## config.mk

```make
export PLATFORM = sky130hd
export DESIGN_NAME = edge_cache
export DESIGN_NICKNAME = d
export VERILOG_FILES = /design/src/rtl/edge_cache.sv
export SDC_FILE = /design/constraint.sdc
export NUM_CORES = 1
export LEC_CHECK = 0
export CAP_MARGIN = 20
export CORE_ASPECT_RATIO = 0.7
export CORE_MARGIN = 5
export CORE_UTILIZATION = 40
export CTS_BUF_LIST = sky130_fd_sc_hd__clkbuf_4 sky130_fd_sc_hd__clkbuf_8
export CTS_CLUSTER_DIAMETER = 40
export DETAILED_ROUTE_END_ITERATION = 12
export GPL_ROUTABILITY_DRIVEN = 0
export HOLD_SLACK_MARGIN = 0.06
export PLACE_DENSITY = 0.65
export SETUP_SLACK_MARGIN = 0.5
export SLEW_MARGIN = 25
export SYNTH_ARGS = -nofsm -noshare
export SYNTH_HDL_FRONTEND = slang
export SYNTH_SLANG_ARGS = --single-unit
```

## constraint.sdc

```tcl
create_clock -name clock -period 8.3 [get_ports clock]
set_clock_uncertainty 0.05 [all_clocks]
set_input_delay 0.83 -clock clock [delete_from_list [all_inputs] [get_ports clock]]
set_output_delay 0.83 -clock clock [all_outputs]
set_load 0.005 [all_outputs]
```

## src/rtl/edge_cache.sv

```systemverilog
// ----------------------------------------------------------------------
// edge_cache: single-row adjacency-matrix cache with pipelined row fetch.
// Rev 1.0
// ----------------------------------------------------------------------
`timescale 1ns/1ps
`default_nettype none

module edge_cache #(
   parameter int MAX_NODES   = 16,
   parameter int INDEX_WIDTH = 8,
   parameter int VALUE_WIDTH = 16,
   parameter int ADDR_WIDTH  = 32
) (
   input  logic                   clock,
   input  logic                   reset,
   input  logic                   flush,
   input  logic [ADDR_WIDTH-1:0]  base_address,
   input  logic [INDEX_WIDTH-1:0] number_of_nodes,
   input  logic                   ec_query,
   input  logic [INDEX_WIDTH-1:0] ec_from_node,
   input  logic [INDEX_WIDTH-1:0] ec_to_node,
   output logic                   ec_ready,
   output logic [VALUE_WIDTH-1:0] ec_edge_value,
   output logic                   mem_read,
   output logic [ADDR_WIDTH-1:0]  mem_address,
   input  logic                   mem_waitrequest,
   input  logic [VALUE_WIDTH-1:0] mem_readdata,
   input  logic                   mem_readdatavalid
);

   localparam int                 BUF_AW      = (MAX_NODES > 1) ? $clog2(MAX_NODES) : 1;
   localparam int                 CNT_W       = INDEX_WIDTH + 1;
   localparam logic [CNT_W-1:0]   c_max_nodes = CNT_W'(MAX_NODES);
   localparam logic [VALUE_WIDTH-1:0] c_no_edge = '1;

   typedef enum logic [0:0] {
      IDLE  = 1'b0,
      FETCH = 1'b1
   } state_t;

   state_t                  state_q;
   logic                    row_valid_q;
   logic                    flush_pend_q;
   logic [INDEX_WIDTH-1:0]  row_tag_q;
   logic [CNT_W-1:0]        issue_q;
   logic [CNT_W-1:0]        recv_q;
   logic [VALUE_WIDTH-1:0]  row_buf_q [MAX_NODES];
   logic                    mem_read_q;
   logic [ADDR_WIDTH-1:0]   mem_address_q;

   logic [CNT_W-1:0]        w_nodes;
   logic [CNT_W-1:0]        w_to;
   logic                    w_hit;
   logic                    w_ready;
   logic                    w_in_range;
   logic                    w_accept;
   logic [CNT_W-1:0]        w_issue_d;
   logic [CNT_W-1:0]        w_recv_d;
   logic                    w_done;
   logic [ADDR_WIDTH-1:0]   w_row_base;
   logic [ADDR_WIDTH-1:0]   w_miss_base;

   assign w_nodes     = {1'b0, number_of_nodes};
   assign w_to        = {1'b0, ec_to_node};
   assign w_hit       = row_valid_q && (row_tag_q == ec_from_node);
   assign w_ready     = ec_query && w_hit && (state_q == IDLE);
   assign w_in_range  = (w_to < w_nodes) && (w_to < c_max_nodes);
   assign w_accept    = mem_read_q && !mem_waitrequest;
   assign w_issue_d   = issue_q + CNT_W'(1);
   assign w_recv_d    = recv_q + CNT_W'(mem_readdatavalid);
   assign w_done      = (w_recv_d >= w_nodes);
   assign w_row_base  = base_address + ADDR_WIDTH'(row_tag_q) * ADDR_WIDTH'(MAX_NODES);
   assign w_miss_base = base_address + ADDR_WIDTH'(ec_from_node) * ADDR_WIDTH'(MAX_NODES);

   // Hit path is purely combinational so the engine can sweep one column per cycle.
   assign ec_ready      = w_ready;
   assign ec_edge_value = !w_ready   ? '0 :
                          w_in_range ? row_buf_q[ec_to_node[BUF_AW-1:0]] : c_no_edge;
   assign mem_read      = mem_read_q;
   assign mem_address   = mem_address_q;

   always_ff @(posedge clock or negedge reset) begin
      if (!reset) begin
         state_q       <= IDLE;
         row_valid_q   <= 1'b0;
         flush_pend_q  <= 1'b0;
         row_tag_q     <= '0;
         issue_q       <= '0;
         recv_q        <= '0;
         mem_read_q    <= 1'b0;
         mem_address_q <= '0;
         for (int i = 0; i < MAX_NODES; i++) begin
            row_buf_q[i] <= c_no_edge;
         end
      end else begin
         case (state_q)
            IDLE: begin
               mem_read_q <= 1'b0;
               if (flush) begin
                  row_valid_q <= 1'b0;
               end else if (ec_query && !w_hit) begin
                  row_tag_q     <= ec_from_node;
                  row_valid_q   <= 1'b0;
                  flush_pend_q  <= 1'b0;
                  issue_q       <= '0;
                  recv_q        <= '0;
                  mem_read_q    <= (number_of_nodes != '0);
                  mem_address_q <= w_miss_base;
                  state_q       <= FETCH;
               end
            end
            FETCH: begin
               if (flush) begin
                  flush_pend_q <= 1'b1;
               end
               if (mem_readdatavalid && (recv_q < c_max_nodes)) begin
                  row_buf_q[recv_q[BUF_AW-1:0]] <= mem_readdata;
               end
               recv_q <= w_recv_d;
               // Request and address only advance once the slave accepts.
               if (w_accept) begin
                  issue_q       <= w_issue_d;
                  mem_read_q    <= (w_issue_d < w_nodes);
                  mem_address_q <= w_row_base + ADDR_WIDTH'(w_issue_d);
               end
               if (w_done) begin
                  row_valid_q  <= !(flush_pend_q || flush);
                  flush_pend_q <= 1'b0;
                  mem_read_q   <= 1'b0;
                  state_q      <= IDLE;
               end
            end
            default: state_q <= IDLE;
         endcase
      end
   end

endmodule

`default_nettype wire

```

-- Word level (Yosys, flattened, before mapping)
Index checks and enable logic that the tools add are counted.
- flip-flop bits (word level): 318
- bits of input ports: 78
- output and inout port bits: 50
- logic and storage cells: 102
- add/subtract/negate cells: 5
- magnitude comparators: 8
- eq/ne operators: 8
- multiplexer cells: 34
- bitwise gates (word level): 4
- reduce and logical (&&, ||, !) cells: 19
- operator list (operator ; count):
    256-bit bitwise mux ; 1
    32-bit 2-to-1 mux ; 3
    16-bit 2-to-1 mux ; 5
    32-bit by 12-bit adder with 32-bit output ; 2
    16-bit binary-select mux with 4-bit select ; 1
    16-bit demux with 4-bit select ; 1
    32-bit one-hot mux with 2 select lines ; 1
    9-bit one-hot mux with 2 select lines ; 2
    32-bit by 9-bit adder with 32-bit output ; 1
    9-bit 2-to-1 mux ; 3
    1-bit 2-to-1 mux ; 13
    5-bit greater-or-equal comparator (second input constant) ; 2
    4-bit NOT with 5-bit output ; 2
    9-bit by 1-bit adder with 9-bit output ; 1
    9-bit by 1-bit adder with 9-bit output (second input constant) ; 1
    9-bit by 8-bit greater-or-equal comparator with 1-bit output ; 1
    9-bit by 5-bit < comparator with 1-bit output (second input constant) ; 1
    9-bit by 8-bit < comparator with 1-bit output ; 1
    3-bit AND reduction ; 3
    8-bit == test ; 1
    1-bit logical AND ; 8
    8-bit by 5-bit < comparator with 1-bit output (second input constant) ; 1
    8-bit < comparator ; 1
    1-bit one-hot mux with 2 select lines ; 4
    10 further kinds ; 18

-- Logic depth before layout (Yosys ltp)
- depth after elaboration: 7
- mapped depth: 16
- gate-level depth less buffers: 14

-- Least setup slack after synthesis
OpenSTA, ideal clock, no wires.
- kind: reg-to-reg
- start point: reg issue_q[2]
- end point: reg mem_address_q[28] (netlist: mem_address[28])
- setup time: 130 ps
- data arrival time: 3363 ps
- data required time: 8120 ps
- path slack: 4757 ps
- cell stages (with the launch flop): 15
- path buffers: 0
- clock period less this slack: 3543 ps
- cells stage by stage: dfrtp_1 and3_1 and2_1 nand4_1 xor2_1 inv_1 fa_1 ha_1 nand3_1 or3_1 a211o_1 a32oi_2 nand4_1 xor2_1 o21ai_2
- word-level cells in the longest chain between the ends: 4
- RTL lines (element ; RTL line ; source):
    start: declaration ; 45 ; logic [CNT_W-1:0] issue_q;
    start signal: assignment ; 122 ; issue_q <= w_issue_d;
    9-bit by 1-bit adder with 9-bit output ; 69 ; assign w_issue_d = issue_q + CNT_W'(1);
    32-bit by 9-bit adder with 32-bit output ; 124 ; mem_address_q <= w_row_base + ADDR_WIDTH'(w_issue_d);
    32-bit 2-to-1 mux ; 121 ; if (w_accept) begin
    32-bit one-hot mux with 2 select lines ; 96 ; case (state_q)
    end signal: assignment ; 108 ; mem_address_q <= w_miss_base;
    end signal: assignment ; 124 ;
    end: declaration ; 49 ; logic [ADDR_WIDTH-1:0] mem_address_q;
No other way between the ends. The select of a mux whose other input is x is not followed.
A chain may end at the register's enable or synchronous reset.

-- Worst setup path after layout
- start point: in ec_to_node[1]
- end point: out ec_edge_value[10]
- word-level cells in the longest chain between the ends: 6
- elaborated cells on any way between the ends: 9
- those cells by class: 2 x order compare; 5 x mux; 1 x bitwise; 1 x reduce/logical
- RTL lines (element ; RTL line ; source):
    start: declaration ; 21 ; input logic [INDEX_WIDTH-1:0] ec_to_node,
    4-bit NOT with 5-bit output (implied by the code) ; 78 ; w_in_range ? row_buf_q[ec_to_node[BUF_AW-1:0]] : c_no_edge;
    16-bit binary-select mux with 4-bit select ; 78 ;
    16-bit 2-to-1 mux (implied by the code) (2 in series) ; 78 ;
    16-bit 2-to-1 mux * ; 78 ;
    16-bit 2-to-1 mux * ; 77 ; assign ec_edge_value = !w_ready ? '0 :
    end: declaration ; 23 ; output logic [VALUE_WIDTH-1:0] ec_edge_value,
Every way passes the cells marked *; elsewhere a longest branch is shown, timed or not. The select of a mux whose other input is x is not followed.

==> out/metrics.yaml <==
yosys:
  async_reset_ff_share_pct: 100.0
  syn_area_per_cell_um2: 13.53
  syn-cell-area_um2: 16860
  yosysWarnings: 0
  seq_area_frac_synth_pct: 49.09
  yosys.area_share.simple_pct: 5.885
  syn_inst: 1246
  synth_cell_types: 64
  ys_ff_latch: 318
  synth_top_area_share_pct: 39.89
  synthFlopType: "dfstp_2"
  synth_fa_ha_area_share_pct: 4.690
  muxShareOfSynthArea_pct: 28.61
  synth_top_family_by_area: "multiplexers"
  synth_top_area_cell: "dfstp_2"
  synth_compound_area_share_pct: 6.449
  synth_edf_count: 0
  yosys-top-cells-area: "dfstp_2 (40%), mux2_2 (18%), mux4_2 (11%)"
  synth-xor-area-share_pct: 2.597
  syn_nets: 1383
floorplan:
  die_area_um2: 46420
  ioPinCount: 128
  fp.dieW_um: 255.4
  rows: 62
  start_util_pct: 40.78
  coreArea_um2: 41350
  chipHeight_um: 181.8
timing:
  fin_crit_ps: 4833
  fin_tns_setup_ps: 0
  hold_violations: 0
  rsz0062_at_grt: "false"
  maxSlewViolCount: 0
  final.period_utilization_pct: 58.23
  fmax_ghz: 0.2069
  worst_pin_slew_ps: 1125
  setup_viol: 0
  slew-limit-headroom_pct: 24.83
clock_tree:
  clock-sinks: 318
  clk_latency_ps: 610
  htreeDepth: 2
  cts_buffers: 54
  post_cts_buffers: 0
  clockBufferDepth: 3
  clockRootBuffer: "clkbuf_8"
  clkSlewWorstSetupHoldPaths_ps: 60
  hold_buffers: 0
  cts_resized: 0
  cts_tree: "yes"
finish:
  instances_no_fill: 1951
  stdcell_area_um2: 19800
  nets: 1503
  syn2layout_area_growth_pct: 17.44
  drive_above_1_share_pct: 52.52
  num_antenna_cells: 0
critical_path:
  cp_slowest_cell: "a21oi_2"
  r2r-start: "issue_q[0]"
  worstPathArrival_ps: 3950
  path_depth: 10
  start_kind: "input pin"
  crit_start: "ec_to_node[1]"
  r2r_setup_slack_ps: 3930
  reg2regPathDepth: 12
  crit_family: "compound AO/OA/AOI/OAI gates"
  cpPeakStageDelay_ps: 840
  crit_type: "in2out"
  crit_required_ps: 7420
  crit_path_end: "ec_edge_value[10]"
  path_cells: "buf_2 > buf_4 > ha_1 > a21oi_1 > nor2b_1 > o21ai_0 > a21o_1 > a21oi_2 > o21a_1 > clkdlybuf4s50_1"
  path_buf_inv: 3
  cp_max_fo: 65
  r2r_end: "mem_address[21]"
  critical_path.endpoint_type: "output port"
detailed_routing:
  vias: 10720
  post_drt_wl_per_cell_um: 21.98
  drc: 0
  drtIter0Drc: 596
  viasPerCell: 5.495
  postRouteAntennaNets: 0
  drt-total-wl_mm: 42.88
  drt-pass1-iter-count: 6
global_routing:
  grt_pass1_vias: 11210
  grt_max_degree: 105
  gr-usage-all-layers_pct: 18.26
  antenna_found_initial: 1
  grt-ovfl-total: 0
  grt_pass1_wl_mm: 67.14
power_and_ir_drop:
  cellLeakagePower_nw: 8.005
  cellPowerDensity_nw_per_um2: 334.1
  irDropWorstVdd_uv: 153.1
placement:
  dpl.cell_count: 1854
  place_hpwl_mm: 27.87
  portBuffers: 127
  placed_cell_area_um2: 18600
min_path:
  hold_path.class: "in2async"
status:
  status: "finished, final reports clean"
flow_run:
  maxCapViolations: 0
layout make-up:
class	instances	area, um2
Timing Repair Buffer	142	1389
Clock inverter	22	232.7
Tap cell	544	680.7
Sequential cell	318	8278
Clock buffer	75	963.4
Fill cell	3544	21550
Inverter	27	101.3
Multi-Input combinational cell	823	8157
cell families (layout without fill, tap and decap cells):
logic type / Yosys count / after routing
buffers and inverters: 105 / 266
xor gates and xnor gates: 50 / 50
DFF: 318 / 318
and+or+nand+nor: 199 / 199
AOI/OAI and AO/OA: 166 / 166
muxes: 349 / 349
adders and majority gates: 59 / 59
worst min-delay path by stage:
stage / from / to / slack (ps) / cells after the start
6_report: reset / mem_address[1] / 200 / 1
5_1_grt: reset / mem_address[1] / 250 / 1
4_1_cts: reset / mem_address[1] / 210 / 1
3_5_place_dp: mem_address[29] / mem_address[29] / 420 / 2
3_3_place_gp: mem_address[28] / mem_address[28] / 410 / 2
2_1_floorplan: flush_pend_q / flush_pend_q / 420 / 1
synth_stat cells, types with 3 or more instances:
library cell	number
a31oi_1	5
buf_4	4
nor4_1	4
nor2_1	37
o21ai_1	5
nand3_2	3
dfstp_2	256
nand2_1	67
dfrtp_1	62
o21ai_0	37
and2_1	3
xnor2_1	32
buf_1	7
ha_1	52
buf_2	28
a21o_1	9
o21bai_1	3
a211oi_1	11
nand2b_1	5
mux2i_1	6
mux2_2	263
fa_1	7
nand3_1	25
a22o_1	9
nor2b_1	8
nand2_2	6
o21a_1	24
clkbuf_1	38
nor3_1	8
a21oi_1	39
xor2_1	18
and3_1	12
mux4_2	80
nand4_1	9
inv_1	26
power breakdown:
group / internal (mW) / total (mW) / switching, mW
registers: 2.51 / 2.87 / 0.362
logic: 1.21 / 2.22 / 1.00
clock network: 0.858 / 1.53 / 0.669
per-stage QoR:
step | hold slack (ps) | setup slack (ps) | util [%] | power, mW
global placement | 413.6 | 3528 | 44.97 | 5.021
CTS | 213.5 | 3425 | 47.87 | 6.673
detailed placement | 421.6 | 3428 | 44.98 | 5.103
global route | 247.9 | 3292 | 47.89 | 7.028
finish | 198.1 | 3467 | 47.89 | 6.616
floorplan | 417.2 | 4757 | - | 4.357
worst register-to-register path, delay by kind of cell (launching register included):
family	cells	cell delay, ps
xor+xnor	2	640
flops	1	530
compound gates	6	1640
fa+ha+maj	3	1240
simple gates	1	130
layout by cell type (no fill, tap or decap), drive strengths merged, types with 3 or more instances in the layout:
cell type        n
a21oi           39
clkinvlp         3
a211oi          11
mux2i            6
nand2b           5
o21ai           44
mux2           263
a31oi            5
fa               7
nor4             4
o21a            24
mux4            80
xor2            18
nand3           28
inv             29
dfstp          256
clkinv          14
and3            12
and2             3
clkdlybuf4s50  124
a22o             9
nor3            10
nor2b            8
o21bai           3
dfrtp           62
nand2           73
nand4            9
xnor2           32
ha              52
a21o             9
bufinv           3
nor2            38
buf             18
clkbuf          75
flip-flops by register name, indices dropped and copies added (netlist names), 8 cells and up:
| register | cells |
|---|---|
| issue_q | 9 |
| mem_address | 32 |
| recv_q | 9 |
| row_buf_q | 256 |
| row_tag_q | 8 |
routing by layer:
metal	part of all wire [%]	routed length (um)	track usage (%)	vias up
met5	0.030	13	0	-
met4	2.2	924	4.661	2
met3	4.7	2006	3.416	69
met2	46	19650	28.77	208
met1	47	20290	26.29	5584
li1	-	-	-	4858
Note: power is estimated with default switching activity, not from simulation.
